### src/rtl/dot_product_engine.sv
// Compute stage of the dot-product accelerator: streams packed signed elements
// from the A/B buffers through a two-stage multiply-accumulate pipeline.
module dot_product_engine #(
    parameter int ELEM_W = 8,
    parameter int LANES  = 4,
    parameter int ADDR_W = 10,
    parameter int ACC_W  = 32
) (
    input  logic              clk,
    input  logic              rst,
    input  logic              start_compute,
    input  logic [31:0]       vector_len,
    input  logic [ADDR_W-1:0] a_base,
    input  logic [ADDR_W-1:0] b_base,
    output logic              rd_en,
    output logic [ADDR_W-1:0] rd_addr_a,
    output logic [ADDR_W-1:0] rd_addr_b,
    input  logic [31:0]       rd_data_a,
    input  logic [31:0]       rd_data_b,
    output logic [ACC_W-1:0]  result,
    output logic              overflow,
    output logic              busy,
    output logic              processing_done
);

    // state | meaning
    // IDLE  | waiting for a rising edge of start_compute
    // READ  | one buffer word pair requested per cycle
    // DRAIN | last reads still flowing through the pipeline
    // DONE  | one-cycle completion pulse

    localparam int LANE_BITS = $clog2(LANES);
    localparam int LEN_W     = ADDR_W + LANE_BITS + 1;
    localparam int CNT_W     = ADDR_W + 1;
    localparam int PROD_W    = 2 * ELEM_W;
    localparam int SUM_W     = PROD_W + LANE_BITS;
    localparam int EXT_W     = ((ACC_W > SUM_W) ? ACC_W : SUM_W) + 1;
    localparam logic [31:0] MAX_LEN = 32'(LANES) << ADDR_W;

    typedef enum logic [1:0] {S_IDLE, S_READ, S_DRAIN, S_DONE} state_t;

    state_t                   state, state_next;
    logic                     start_prev;
    logic                     accept;
    logic [LEN_W-1:0]         len_c;
    logic [CNT_W-1:0]         n_words;
    logic [ADDR_W-1:0]        a_q, b_q, idx;
    logic [CNT_W-1:0]         words_left;
    logic [LEN_W-1:0]         elem_left;
    logic                     d_valid, s1_valid;
    logic [LANES-1:0]         d_mask;
    logic signed [PROD_W-1:0] prod;
    logic signed [SUM_W-1:0]  lane_sum, s1_sum;
    logic signed [EXT_W-1:0]  acc_ext;
    logic                     acc_ovf;

    assign accept  = (state == S_IDLE) && start_compute && !start_prev;
    assign len_c   = (vector_len > MAX_LEN) ? LEN_W'(MAX_LEN) : vector_len[LEN_W-1:0];
    assign n_words = CNT_W'((len_c + LEN_W'(LANES - 1)) >> LANE_BITS);

    always_ff @(posedge clk or negedge rst) begin
        if (!rst) begin
            state      <= S_IDLE;
            start_prev <= 1'b0;
        end else begin
            state      <= state_next;
            start_prev <= start_compute;
        end
    end

    always_comb begin
        state_next = state;
        case (state)
            S_IDLE:  if (accept) state_next = (len_c == '0) ? S_DONE : S_READ;
            S_READ:  if (words_left == CNT_W'(1)) state_next = S_DRAIN;
            S_DRAIN: if (!d_valid) state_next = S_DONE;
            S_DONE:  state_next = S_IDLE;
            default: state_next = S_IDLE;
        endcase
    end

    always_comb begin
        rd_en           = (state == S_READ);
        busy            = (state != S_IDLE);
        processing_done = (state == S_DONE);
        rd_addr_a       = a_q + idx;
        rd_addr_b       = b_q + idx;
    end

    always_ff @(posedge clk or negedge rst) begin
        if (!rst) begin
            a_q        <= '0;
            b_q        <= '0;
            idx        <= '0;
            words_left <= '0;
            elem_left  <= '0;
            result     <= '0;
            overflow   <= 1'b0;
        end else if (accept) begin
            a_q        <= a_base;
            b_q        <= b_base;
            idx        <= '0;
            words_left <= n_words;
            elem_left  <= len_c;
            result     <= '0;
            overflow   <= 1'b0;
        end else begin
            if (state == S_READ) begin
                idx        <= idx + ADDR_W'(1);
                words_left <= words_left - CNT_W'(1);
                elem_left  <= (elem_left >= LEN_W'(LANES)) ? elem_left - LEN_W'(LANES) : '0;
            end
            if (s1_valid) begin
                result   <= acc_ext[ACC_W-1:0];
                overflow <= overflow | acc_ovf;
            end
        end
    end

    // The lane mask travels with the read so the tail word ignores stale lanes.
    always_ff @(posedge clk or negedge rst) begin
        if (!rst) begin
            d_valid  <= 1'b0;
            d_mask   <= '0;
            s1_valid <= 1'b0;
            s1_sum   <= '0;
        end else begin
            d_valid <= rd_en;
            for (int k = 0; k < LANES; k++) begin
                d_mask[k] <= rd_en && (elem_left > LEN_W'(k));
            end
            s1_valid <= d_valid;
            s1_sum   <= lane_sum;
        end
    end

    always_comb begin
        prod     = '0;
        lane_sum = '0;
        for (int k = 0; k < LANES; k++) begin
            prod = $signed(rd_data_a[ELEM_W*k +: ELEM_W]) * $signed(rd_data_b[ELEM_W*k +: ELEM_W]);
            if (d_mask[k]) lane_sum = lane_sum + SUM_W'(prod);
        end
    end

    // Add in a width that cannot itself overflow, then check it fits ACC_W.
    always_comb begin
        acc_ext = EXT_W'($signed(result)) + EXT_W'(s1_sum);
        acc_ovf = (acc_ext != EXT_W'($signed(acc_ext[ACC_W-1:0])));
    end

endmodule
### config.mk
export PLATFORM = sky130hd
export DESIGN_NAME = dot_product_engine
export DESIGN_NICKNAME = d
export VERILOG_FILES = /design/src/rtl/dot_product_engine.sv
export SDC_FILE = /design/constraint.sdc
export NUM_CORES = 1
export LEC_CHECK = 0
export CAP_MARGIN = 10
export CORE_MARGIN = 2
export CORE_UTILIZATION = 45
export CTS_BUF_LIST = sky130_fd_sc_hd__clkbuf_8
export CTS_CLUSTER_SIZE = 28
export DETAILED_ROUTE_END_ITERATION = 6
export PLACE_DENSITY = 0.66
export RECOVER_POWER = 25
export SYNTH_ARGS = -nofsm -noshare
export SYNTH_HDL_FRONTEND = slang
export SYNTH_SLANG_ARGS = --single-unit
### constraint.sdc
create_clock -name clk -period 12.1 [get_ports clk]
set_input_delay 1.21 -clock clk [delete_from_list [all_inputs] [get_ports clk]]
set_output_delay 1.21 -clock clk [all_outputs]
set_load 0.01 [all_outputs]
# Word level (Yosys, flattened, before mapping)
# Index checks and enable logic that the tools add are counted.
# word_totals
reg_bits,114
inputBits,119
out_inout_bits,56
elab_cells,76
# classes
addsub,10
multipliers,4
magnitude_cmp,6
n_eq_ne,8
muxes,21
n_bitwise,1
reduce_logical,13
# ops
cell,n
18-bit two-way mux,4
8-bit by 8-bit multiplier with 16-bit output,4
32-bit two-way mux,2
18-bit by 16-bit adder with 18-bit output,3
13-bit two-way mux,4
32-bit by 18-bit adder with 33-bit output,1
"32-bit by 13-bit greater-than comparator with 1-bit output, second input constant",1
"13-bit by 1-bit greater-than comparator with 1-bit output, second input constant",2
"13-bit by 2-bit greater-than comparator with 1-bit output, second input constant",2
11-bit two-way mux,2
10-bit adder,2
10-bit two-way mux,2
"13-bit by 2-bit adder with 13-bit output, second input constant",1
"13-bit by 3-bit greater-or-equal comparator with 1-bit output, second input constant",1
13-bit logical NOT,1
"13-bit by 3-bit subtractor with 13-bit output, second input constant",1
"11-bit by 1-bit == test with 1-bit output, second input constant",1
"11-bit by 1-bit subtractor with 11-bit output, second input constant",1
"10-bit by 1-bit adder with 10-bit output, second input constant",1
2-bit two-way mux,4
2-bit case mux with 4 select lines,1
1-bit logical AND,6
2-bit nonzero test,3
"2-bit == test, second input constant",2
other kinds (9),11

# Depth between registers and ports, before layout
# depth
ltp_word,8
ltp_mapped,61
mapped_depth_nobuf,61

# Worst setup path after synthesis
# OpenSTA, ideal clock, no wires.
# synth_path
path_type,input to register
startpoint,input rd_data_b[4]
endpoint,register s1_sum[17]
setup_ps,131
t_arrival_ps,15514
t_required_ps,11969
path_slack_ps,-3546
path_stages,55
path_buffers,0
cell_sequence,and2_1 -> fa_1 -> inv_1 -> fa_1 -> inv_1 -> fa_1 -> inv_1 -> fa_1 -> inv_1 -> ha_1 -> o21ai_0 -> a21boi_0 -> o21a_1 -> or3_1 -> nand3_1 -> fa_1 -> fa_1 -> fa_1 -> [... 19 more ...] -> a211oi_1 -> xor2_1 -> mux2_2 -> fa_1 -> inv_1 -> fa_1 -> inv_1 -> fa_1 -> fa_1 -> inv_1 -> ha_1 -> ha_1 -> and3_1 -> a21oi_1 -> o21ai_0 -> nor4b_1 -> a221oi_1 -> xnor2_1
# synth_between
elab_chain_cells,8
# synth_rtl
element,line,text
"start, declared",19,"input logic [31:0] rd_data_b,"
8-bit by 8-bit multiplier with 16-bit output (*),141,prod = $signed(rd_data_a[ELEM_W*k +: ELEM_W]) * $signed(rd_data_b[ELEM_W*k +: ELEM_W]);
18-bit two-way mux (*),142,if (d_mask[k]) lane_sum = lane_sum + SUM_W'(prod);
18-bit by 16-bit adder with 18-bit output,142,
18-bit two-way mux (*),142,
18-bit by 16-bit adder with 18-bit output,142,
18-bit two-way mux (*),142,
18-bit by 16-bit adder with 18-bit output,142,
18-bit two-way mux (*),142,
named net lane_sum[17],53,"logic signed [SUM_W-1:0] lane_sum, s1_sum;"
"end signal, assigned",133,s1_sum <= lane_sum;
"end, declared",53,
# The timed path passes the listed nets; every way through them passes the cells marked *.
# A chain may end at the register's enable or synchronous reset.

# Worst setup path after layout
# Same ends and word-level chain as after synthesis.

==> metrics.yaml <==
wire_per_inst_um: 15.8
antenna_found_initial: 0
io_buffers: 174
grt_max_degree: 73
syn_area_per_cell_um2: 8.91
area_growth_pct: 29.7
insertion_delay_ns: 0.45
grt_pass1_wl_um: 87000
root_buffer: "clkbuf_8"
hold_class: "flop to flop"
drc: 0
required_ns: 12.43
first_iter_violations: 746
async_flop_share_pct: 100
num-fill-cells: 3947
drv_slew: 117
fmax_ghz: 0.0666
clock_skew_ns: 0.0105
ant_nets: 0
final_layout_size_suffix_gt1_share_pct: 19.4
vias: 16400
tightest_slew_ns: 3.36
netlist-cell-type-count: 64
place_ws_ns: -4.31
h-tree-depth: 4
synth_area_leaders: "fa_1, dfrtp_1, ha_1"
grt_overflow: 0
n_antenna_cell: 0
critPathArrivalTime_ns: 15.35
synth_top_area_share_pct: 29.7
synth_edf_count: 0
setup_viol: 13
first_global_vias: 17900
yosys.area.top_type: "fa_1"
die_area_um2: 46200
final_common_cell: "inv_1"
first_pass_iters: 5
cts_tree: "built"
pin_count: 175
clkSinkCount: 114
die_y_um: 215
routed_wl_um: 51000
max_slew_margin_pct: -124
dp_hpwl_um: 43000
gp_congestion: 0.888
nets: 3264
slowest_delay_ns: 0.55
core_um2: 44100
violations: "capacitance limit, slew limit, setup timing"
status: "complete, but fails checks"
mostFrequentLayoutCells: "inv_1, fa_1, nand2_1"
min_period_ns: 15.02
drv_cap: 2
cts_buffers: 17
track_usage_pct: 22.8
synth_nets: 2877
fin_ws_ns: -2.92
placement_rows: 77
clkTransAtPathRegs_ns: 0.07
ys.warnings.count: 0
syn_area_um2: 20000
ys_ff_latch: 114
synth_ff_type: "dfrtp_1"
synth_seq_area_share_pct: 14.2
cp_max_fo: 8
end_kind: "flop"
grt_setup_unrepaired: "yes"
start_util_pct: 45.4
viasPerCell: 5.05
cp-start-kind: "input pin"
fin_crit_sh_pct: 124
hold_viol_final: 0
clockBufferDepth: 2
critical_path_class: "input pin to flop"
synth_cells: 2248
crit_top_cell: "fa_1"
die_w_um: 215
crit_slowest_cell: "fa_1"
cell type report:
| class | count | area [um^2] | area share, % |
|---|---|---|---|
| multi-input cells | 1653 | 16800 | 64.7 |
| repair buffers | 406 | 3500 | 13.5 |
| flip-flops and latches | 114 | 2850 | 11.0 |
| inverters | 443 | 1670 | 6.41 |
| well taps | 592 | 741 | 2.85 |
| clock buffers | 18 | 248 | 0.953 |
| clock inverters | 14 | 165 | 0.636 |
cell families after synthesis:
logic type / count (synthesis) / synth area share [%]
AO/OA/AOI/OAI: 321 / 9.90
buffers and inverters: 481 / 9.11
AND/OR/NAND/NOR: 648 / 15.8
XOR/XNOR: 130 / 5.68
adder cells (fa/ha/maj): 510 / 43.0
multiplexers: 44 / 2.33
flip-flops: 114 / 14.2
Yosys cell counts (8+ instances only):
cell / n
mux2i_1: 23
clkbuf_1: 34
nand3b_1: 8
mux2_2: 21
o21bai_1: 17
nand2b_1: 40
a21oi_1: 110
nor3_1: 23
xor2_1: 31
nor2b_1: 9
nor4_1: 12
and2_1: 133
a31oi_1: 11
inv_1: 443
o21ai_0: 79
nand4_1: 8
a211oi_1: 8
fa_1: 297
xnor2_1: 99
ha_1: 213
nand3_1: 26
dfrtp_1: 114
o22ai_1: 10
nand2_1: 234
or3_1: 13
nor2_1: 115
a21o_1: 19
o21a_1: 17
and3_1: 9
per-stage QoR:
step / area [um^2] / TNS (ns) / hold slack, ns / cells / util (%)
floorplan: 21000 / -17.21 / 0.354 / 2248 / -
finish: 26000 / -25.61 / 0.456 / 3240 / 58.9
global placement: 24800 / -36.35 / 0.428 / 3171 / 56.1
global route: 26000 / -32.01 / 0.472 / 3240 / 58.9
detailed placement: 24800 / -39.06 / 0.451 / 3171 / 56.1
CTS: 25800 / -26.67 / 0.462 / 3237 / 58.6
critical path, delay by kind of cell:
| kind | cells | cell delay, ns |
|---|---|---|
| adders and majority gates | 23 | 9.70 |
| and+or+nand+nor | 8 | 1.65 |
| AOI/OAI and AO/OA | 10 | 1.59 |
| buffers and inverters | 9 | 0.52 |
| xor gates and xnor gates | 3 | 0.42 |
| muxes | 1 | 0.28 |
worst paths after layout:
kind | endpoint | cells past startpoint | start | slack, ns
max | s1_sum[17] | 54 | rd_data_b[4] | -2.92
min | s1_valid | 0 | d_valid | 0.46
max reg2reg | s1_sum[17] | 44 | d_mask[0] | -0.07
min reg2reg | s1_valid | 0 | d_valid | 0.46
max in group asynchronous | s1_sum[5] | 2 | rst | 6.28
min in group asynchronous | a_q[5] | 1 | rst | 1.88
layer usage:
| layer | track usage, % | share of wire (%) | up-vias |
|---|---|---|---|
| li1 | - | - | 7896 |
| met1 | 30.0 | 45 | 8150 |
| met2 | 40.8 | 50 | 242 |
| met3 | 1.97 | 2.7 | 62 |
| met4 | 5.36 | 1.8 | 0 |
| met5 | 0 | 0 | - |
repair_timing:
action	in CTS	in global routing
setup endpoints to repair	14	13
hold buffers	0	0
pin swaps	103	45
resized for setup	165	43
buffers inserted	34	16
registers in the layout, summed over array words and instances, names as in the netlist:
name / cells
state: 2
idx: 10
overflow: 1
result: 32
d_valid: 1
words_left: 11
elem_left: 13
s1_valid: 1
start_prev: 1
a_q: 10
d_mask: 4
b_q: 10
s1_sum: 18
Power is left out: the tool's default activity adds up to more than one toggle a clock period on the data nets, which glitch-free logic cannot reach.
